### config.mk
export PLATFORM = sky130hd
export DESIGN_NAME = mem_port_arbiter
export DESIGN_NICKNAME = d
export VERILOG_FILES = /design/src/rtl/mem_arb_pkg.sv /design/src/rtl/mem_lat_counter.sv /design/src/rtl/mem_port_arbiter.sv
export SDC_FILE = /design/constraint.sdc
export NUM_CORES = 1
export LEC_CHECK = 0
export ABC_AREA = 0
export BUFFER_PORTS_ARGS = -buffer_cell sky130_fd_sc_hd__buf_2
export CAP_MARGIN = 30
export CELL_PAD_IN_SITES_DETAIL_PLACEMENT = 2
export CELL_PAD_IN_SITES_GLOBAL_PLACEMENT = 2
export CORE_MARGIN = 10
export CORE_UTILIZATION = 23
export DETAILED_ROUTE_END_ITERATION = 10
export GPL_ROUTABILITY_DRIVEN = 0
export PLACE_DENSITY = 0.88
export SETUP_SLACK_MARGIN = 0.05
export SLEW_MARGIN = 20
export SYNTH_ARGS = -nofsm -noshare
export SYNTH_HDL_FRONTEND = slang
export SYNTH_SLANG_ARGS = --single-unit
### constraint.sdc
create_clock -name clk -period 2.17 [get_ports clk]
set_input_delay 0.3255 -clock clk [delete_from_list [all_inputs] [get_ports clk]]
set_output_delay 0.3255 -clock clk [all_outputs]
set_load 0.03 [all_outputs]
### src/rtl/mem_arb_pkg.sv
// Shared types and defaults for the memory-port arbiter and its latency counter.
package mem_arb_pkg;

    typedef enum logic [1:0] {
        OWN_NONE = 2'd0,
        OWN_IF   = 2'd1,
        OWN_LAM  = 2'd2
    } owner_t;

    typedef enum logic [1:0] {
        IDLE = 2'd0,
        BUSY = 2'd1,
        DONE = 2'd2
    } state_t;

    localparam int MEM_LAT_DEFAULT = 4;

endpackage

### src/rtl/mem_lat_counter.sv
// Fixed-latency access counter: loads 1 on grant, counts while busy, flags MEM_LAT.
module mem_lat_counter
    import mem_arb_pkg::*;
#(
    parameter int MEM_LAT = MEM_LAT_DEFAULT
) (
    input  logic clk,
    input  logic reset_in,
    input  logic i_load,
    input  logic i_en,
    input  logic i_clr,
    output logic o_done
);

    localparam int CW = $clog2(MEM_LAT + 1);

    logic [CW-1:0] r_cnt;

    // Holds at MEM_LAT once reached, so it can never wrap before the clear.
    always_ff @(posedge clk) begin
        if (reset_in || i_clr) begin
            r_cnt <= '0;
        end else if (i_load) begin
            r_cnt <= CW'(1);
        end else if (i_en && !o_done) begin
            r_cnt <= r_cnt + 1'b1;
        end
    end

    assign o_done = (r_cnt == CW'(MEM_LAT));

endmodule

### src/rtl/mem_port_arbiter.sv
// Arbitrates the single memory port between fetch (IF) and load/store (LAM) with fixed latency.
// Define ARB_RR_EN for round-robin on simultaneous requests; default is LAM-first priority.
module mem_port_arbiter
    import mem_arb_pkg::*;
#(
    parameter int MEM_LAT = MEM_LAT_DEFAULT,
    parameter int AW      = 32,
    parameter int DW      = 32
) (
    input  logic          clk,
    input  logic          reset_in,
    input  logic          req_if,
    input  logic [AW-1:0] addr_if,
    input  logic          req_lam,
    input  logic          rw_lam,
    input  logic [AW-1:0] addr_lam,
    input  logic [DW-1:0] wdata_lam,
    output logic          gnt_if,
    output logic          gnt_lam,
    output logic          ready_if,
    output logic          ready_lam,
    output logic [DW-1:0] rdata,
    output logic          mem_en,
    output logic          mem_we,
    output logic [AW-1:0] mem_addr,
    output logic [DW-1:0] mem_wdata,
    input  logic [DW-1:0] mem_rdata
);

    state_t        r_state;
    state_t        w_state_nxt;
    owner_t        r_owner;
    owner_t        w_pick;
    logic          w_load;
    logic          w_finish;
    logic          w_clr;
    logic          w_cnt_done;
    logic          r_gnt_if;
    logic          r_gnt_lam;
    logic          r_ready_if;
    logic          r_ready_lam;
    logic [DW-1:0] r_rdata;
    logic          r_mem_en;
    logic          r_mem_we;
    logic [AW-1:0] r_mem_addr;
    logic [DW-1:0] r_mem_wdata;

`ifdef ARB_RR_EN
    owner_t r_last_owner;

    always_ff @(posedge clk) begin
        if (reset_in) begin
            r_last_owner <= OWN_IF;
        end else if (w_load) begin
            r_last_owner <= w_pick;
        end
    end
`endif

    mem_lat_counter #(
        .MEM_LAT (MEM_LAT)
    ) u_lat (
        .clk      (clk),
        .reset_in (reset_in),
        .i_load   (w_load),
        .i_en     (r_state == BUSY),
        .i_clr    (w_clr),
        .o_done   (w_cnt_done)
    );

    always_comb begin
        w_state_nxt = r_state;
        w_pick      = OWN_NONE;
        w_load      = 1'b0;
        w_finish    = 1'b0;
        w_clr       = 1'b0;
        case (r_state)
            IDLE: begin
                if (req_if || req_lam) begin
`ifdef ARB_RR_EN
                    if (req_if && req_lam) begin
                        w_pick = (r_last_owner == OWN_LAM) ? OWN_IF : OWN_LAM;
                    end else begin
                        w_pick = req_lam ? OWN_LAM : OWN_IF;
                    end
`else
                    w_pick = req_lam ? OWN_LAM : OWN_IF;
`endif
                    w_load      = 1'b1;
                    w_state_nxt = BUSY;
                end
            end
            BUSY: begin
                if (w_cnt_done) begin
                    w_finish    = 1'b1;
                    w_state_nxt = DONE;
                end
            end
            DONE: begin
                w_clr       = 1'b1;
                w_state_nxt = IDLE;
            end
            default: begin
                w_clr       = 1'b1;
                w_state_nxt = IDLE;
            end
        endcase
    end

    always_ff @(posedge clk) begin
        if (reset_in) begin
            r_state <= IDLE;
        end else begin
            r_state <= w_state_nxt;
        end
    end

    // Ready and rdata live only for the DONE cycle; address/data are frozen for all of BUSY.
    always_ff @(posedge clk) begin
        if (reset_in) begin
            r_owner     <= OWN_NONE;
            r_gnt_if    <= 1'b0;
            r_gnt_lam   <= 1'b0;
            r_ready_if  <= 1'b0;
            r_ready_lam <= 1'b0;
            r_rdata     <= '0;
            r_mem_en    <= 1'b0;
            r_mem_we    <= 1'b0;
            r_mem_addr  <= '0;
            r_mem_wdata <= '0;
        end else begin
            r_ready_if  <= 1'b0;
            r_ready_lam <= 1'b0;
            r_rdata     <= '0;
            if (w_load) begin
                r_owner     <= w_pick;
                r_gnt_if    <= (w_pick == OWN_IF);
                r_gnt_lam   <= (w_pick == OWN_LAM);
                r_mem_en    <= 1'b1;
                r_mem_we    <= (w_pick == OWN_LAM) && rw_lam;
                r_mem_addr  <= (w_pick == OWN_LAM) ? addr_lam : addr_if;
                r_mem_wdata <= ((w_pick == OWN_LAM) && rw_lam) ? wdata_lam : '0;
            end else if (w_finish) begin
                r_gnt_if    <= 1'b0;
                r_gnt_lam   <= 1'b0;
                r_mem_en    <= 1'b0;
                r_mem_we    <= 1'b0;
                r_mem_addr  <= '0;
                r_mem_wdata <= '0;
                r_rdata     <= mem_rdata;
                r_ready_if  <= (r_owner == OWN_IF);
                r_ready_lam <= (r_owner == OWN_LAM);
            end else if (w_clr) begin
                r_owner <= OWN_NONE;
            end
        end
    end

    assign gnt_if    = r_gnt_if;
    assign gnt_lam   = r_gnt_lam;
    assign ready_if  = r_ready_if;
    assign ready_lam = r_ready_lam;
    assign rdata     = r_rdata;
    assign mem_en    = r_mem_en;
    assign mem_we    = r_mem_we;
    assign mem_addr  = r_mem_addr;
    assign mem_wdata = r_mem_wdata;

endmodule

# After elaboration in Yosys (flattened, before gate mapping)
# Index checks and enable logic that the tools add are counted.
[classes]
addsub = 1
mul = 0
div = 0
order_cmp = 0
n_eq_ne = 10
shift = 0
n_mux = 26
n_bitwise = 1
n_reduce_logical = 13
[op_table]
columns = ["op", "count"]
rows = [
  ["$mux 32", 5],
  ["$mux 2", 8],
  ["$mux 1", 12],
  ["$eq 2x1->1 const B", 3],
  ["$eq 2x2->1 const B", 2],
  ["$ne 2x1->1 const B", 2],
  ["$ne 2x2->1 const B", 2],
  ["$pmux 2 s2", 1],
  ["$reduce_and 2->1", 2],
  ["$reduce_bool 2->1", 2],
  ["$reduce_or 2->1", 2],
  ["$add 3x1->3 const B", 1],
  ["$eq 3x3->1 const B", 1],
  ["$reduce_or 3->1", 1],
  ["$logic_and 1x1->1", 2],
  ["$logic_not 2->1", 1],
  ["$logic_or 1x1->1", 2],
  ["$logic_not 1->1", 1],
  ["$not 1->1", 1],
]
[totals]
register_bits = 109
latch_bits = 0
mem_bits_rw = 0
rom_bits = 0
input_bits = 133
word_cells = 64
memories = 0

# Longest topological paths before layout
[logic_depth]
ltp_word = 7
ltp_mapped = 8
ltp_nobuf = 5

# Modules after synthesis
# From an unflattened synthesis, not the netlist that was laid out.
[hier_totals]
cells_unflattened = 312
area_unflattened_um2 = 3669.8
[modules_own_cells]
columns = ["mod", "n_inst", "cells_per_inst", "area_per_inst_um2", "seq_area_each_um2"]
rows = [
  ["mem_port_arbiter", 1, 294, 3489.6, 2122.0],
  ["mem_lat_counter", 1, 18, 180.2, 60.1],
]

# Worst setup path after synthesis
# No wires, ideal clock.
[synth_timing]
path_type = "register to register"
startpoint = "register u_lat.r_cnt[0]"
endpoint = "register r_mem_wdata[22] (netlist: mem_wdata[22])"
t_arrival_ns = 1.601
required_ns = 2.110
setup_slack_ns = 0.510
stages_incl_launch_ff = 9
path_buffers = 3
period_less_slack_ns = 1.660
cell_sequence = "dfxtp_1 inv_1 ha_1 and4b_1 buf_2 a211oi_2 buf_6 buf_6 a22o_1"
[synth_via]
elab_chain_cells = 4
[synth_rtl]
columns = ["element", "line", "rtl"]
rows = [
  ["from (decl)", "mem_lat_counter.sv:17", "logic [CW-1:0] r_cnt;"],
  ["from (signal assigned)", "mem_lat_counter.sv:26", "r_cnt <= r_cnt + 1'b1;"],
  ["$eq 3x3->1", "mem_lat_counter.sv:30", "assign o_done = (r_cnt == CW'(MEM_LAT));"],
  ["$mux 1", "mem_port_arbiter.sv:94", "if (w_cnt_done) begin"],
  ["$mux 1", "mem_port_arbiter.sv:77", "case (r_state)"],
  ["$reduce_bool 2->1 (no source line)", "n/a", ""],
  ["to (signal assigned)", "mem_port_arbiter.sv:142", "r_mem_wdata <= ((w_pick == OWN_LAM) && rw_lam) ? wdata_lam : '0;"],
  ["to (decl)", "mem_port_arbiter.sv:46", "logic [DW-1:0] r_mem_wdata;"],
]
# Every way passes these cells.
# A chain may end at the register's enable or synchronous reset.

# Worst setup path in the final report
[layout_timing]
startpoint = "register u_lat.r_cnt[0]"
endpoint = "register r_mem_wdata[11] (netlist: mem_wdata[11])"
# Same word-level chain as after synthesis.

==> results.ini <==
[status]
status = finished clean

[timing]
tightestPinTransition_ps = 769.6
fin_ws_ps = 278.0
tns_ps = 0
drv_slew = 0
final-setup-viol-count = 0
fmax_mhz = 528.5
slew_headroom_pct = 48.64
finalHoldWorstSlack_ps = 181.9
min_period_ps = 1892
clock_skew_ps = 7.786
grt_setup_unrepaired = false
finalHoldViolCount = 0
finalCritPeriodShare_pct = 87.19

[route]
ant_nets = 0
wl_um = 16290
dr.pass1.iters = 4
avgRoutedWirePerCell_um = 20.01
viasPerCell = 4.618
drcViolationCount = 0
via_count = 3759
drtIter0Drc = 165

[placed_design]
portBuffers = 234
dp_hpwl_um = 12920
pre_cts_ws_ps = 283.3

[clocking]
cts_resized = 0
cts-hold-fix-buffers = 0
cts_root_buf = clkbuf_16
cts_made_buffers = 9
clockBufferDepth = 2
cts_tree = yes
clock_latency_ps = 350
clk_pin_slew_ps = 80
htree_levels = 3
postCtsSetupRepairBufs = 0
clkSinkCount = 109

[critical_path]
endpoint = mem_wdata[11]$_SDFFE_PP0P_
path_class = reg -> reg
crit_start = u_lat.r_cnt[0]$_SDFFE_PP0P_
worstPathRequired_ps = 2460
r2r_cells = 6
rrSetupSlack_ps = 280
rr_endpoint = mem_wdata[11]$_SDFFE_PP0P_
critPathArrivalTime_ps = 2180
worstPathMaxFanout = 59
r2r_start = u_lat.r_cnt[0]$_SDFFE_PP0P_
crit_path_end_kind = flip-flop
start_kind = flip-flop

[synth]
ys_seq_area_share_pct = 57.43
synth_ff_type = dfxtp_1
synth_common_cells = 109 x dfxtp_1, 60 x a22o_1, 55 x nand2_1
synth_nets = 509
synthArstFlopShare_pct = 0
syn_inst = 374
ys_warn_count = 0
netlist.area_leader.share_pct = 57.43
synth-edff-count = 0
ys_ff_latch = 109
netlist_area_sq_mm = 0.003800
synth.most_common_cell = dfxtp_1
synth.top_cells.by_area = dfxtp_1 57%, a22o_1 14%, and3_1 5.6%
yosysUniqueCellTypes = 34
synth_area_per_cell_sq_um = 10.16
synth_top_area_cell = dfxtp_1

[pwr]
power_frac_clock_pct = 36.2
swShare_pct = 28.10
powerDensity_mw_per_mm2 = 796.0
total_power_w = 0.004327
irDropWorstVdd_mv = 0.3216
seqPwrFrac_pct = 49.2
p_leak_nw = 2.840
p_sw_w = 0.001216
pwr-share-comb_pct = 14.5
internal_power_w = 0.003111

[global_route]
grt_pass1_wl_um = 24970
gr-total-overflow = 0
antenna_found_initial = 2
grt_start_max_net_pins = 60
track_usage_pct = 14.36
grt_pass1_vias = 4294

[die]
dieArea_sq_mm = 0.02206
core.rowCount = 46
die_x_um = 148.5
boundaryPins = 235
initial_core_util_pct = 23.66
die_h_um = 148.5
core_area_sq_mm = 0.01606

[min_path]
hp-class = in -> reg

[finish]
syn_to_final_growth_pct = 43.07
drive_above_1_share_pct = 43.72
nNetsFinal = 727

[run]
maxCapViolCount = 0

==> layer usage <==
layer | up-vias | routed length [um] | global-route usage [%]
li1 | 1773 | - | -
met1 | 1849 | 6123 | 14.91
met5 | - | 13 | 0
met2 | 119 | 8938 | 27.19
met4 | 2 | 276 | 5.253
met3 | 16 | 937 | 3.428
==> per-stage QoR <==
| stage | util (%) | cell area, sq um | instances |
|---|---|---|---|
| CTS | 33.84 | 5434 | 813 |
| detailed placement | 32.10 | 5155 | 797 |
| global placement | 32.01 | 5140 | 796 |
| global route | 33.86 | 5436 | 814 |
| finish | 33.86 | 5436 | 814 |
| floorplan | - | 3800 | 374 |
==> layout make-up <==
cell class	count	area (sq um)
Tap cell	216	270.3
Multi-Input combinational cell	223	1425
Timing Repair Buffer	242	1251
Antenna cell	1	2.502
Fill cell	1823	10620
Clock buffer	9	225.2
Inverter	7	26.28
Clock inverter	7	53.80
Sequential cell	109	2182
==> kinds of logic after synthesis <==
| family | synth area share [%] |
|---|---|
| fa+ha+maj | 0.6584 |
| buf+inv | 5.400 |
| flops | 57.43 |
| simple gates | 13.93 |
| compound gates | 22.59 |
==> power groups by stage <==
stage / Combinational, W / Sequential, W / Clock (W)
2_1_floorplan: 0.000216 / 0.00231 / 0
3_3_place_gp: 0.000610 / 0.00217 / 0
3_5_place_dp: 0.000640 / 0.00218 / 0
4_1_cts: 0.000643 / 0.00213 / 0.00164
5_1_grt: 0.000691 / 0.00214 / 0.00173
6_report: 0.000629 / 0.00213 / 0.00157
==> placed cells by master (no fill, tap or decap), types with 2 or more instances in the layout <==
master and instances:
buf_2 234, dfxtp_1 109, a22o_1 60, nand2_1 55, and3_1 34, o21ai_0 29
clkbuf_16 9, inv_1 7, a22oi_1 6, buf_4 6, a21oi_1 5, o2bb2ai_1 5
nor2_1 4, inv_6 4, nor2b_1 3, nand2b_1 2, nor3_1 2, or3_1 2
ha_1 2, clkinv_2 2
==> sequential cells by signal, summed over array words and instances, names as in the netlist, 2 cells and up <==
name         count
mem_addr        32
u_lat.r_cnt      3
mem_wdata       32
r_state          2
rdata           32
r_owner          2
==> worst min-delay path by stage <==
stage,cells past startpoint,endpoint,from
finish,2,mem_wdata[26]$_SDFFE_PP0P_,wdata_lam[26]
floorplan,1,ready_if$_SDFF_PP0_,r_owner[1]$_SDFFE_PP0P_
CTS,2,mem_wdata[31]$_SDFFE_PP0P_,wdata_lam[31]
global route,2,mem_wdata[26]$_SDFFE_PP0P_,wdata_lam[26]
detailed placement,1,mem_addr[27]$_SDFFE_PP0P_,mem_addr[27]$_SDFFE_PP0P_
global placement,1,ready_if$_SDFF_PP0_,r_owner[1]$_SDFFE_PP0P_
==> worst max-delay path, cell delays in order (launching register included) <==
cell and delay, ps:
dfxtp_1 370, inv_1 80, ha_1 250, and4b_1 260
a211oi_4 310, buf_12 300, a22o_1 200
(Power assumes the default switching activity.)
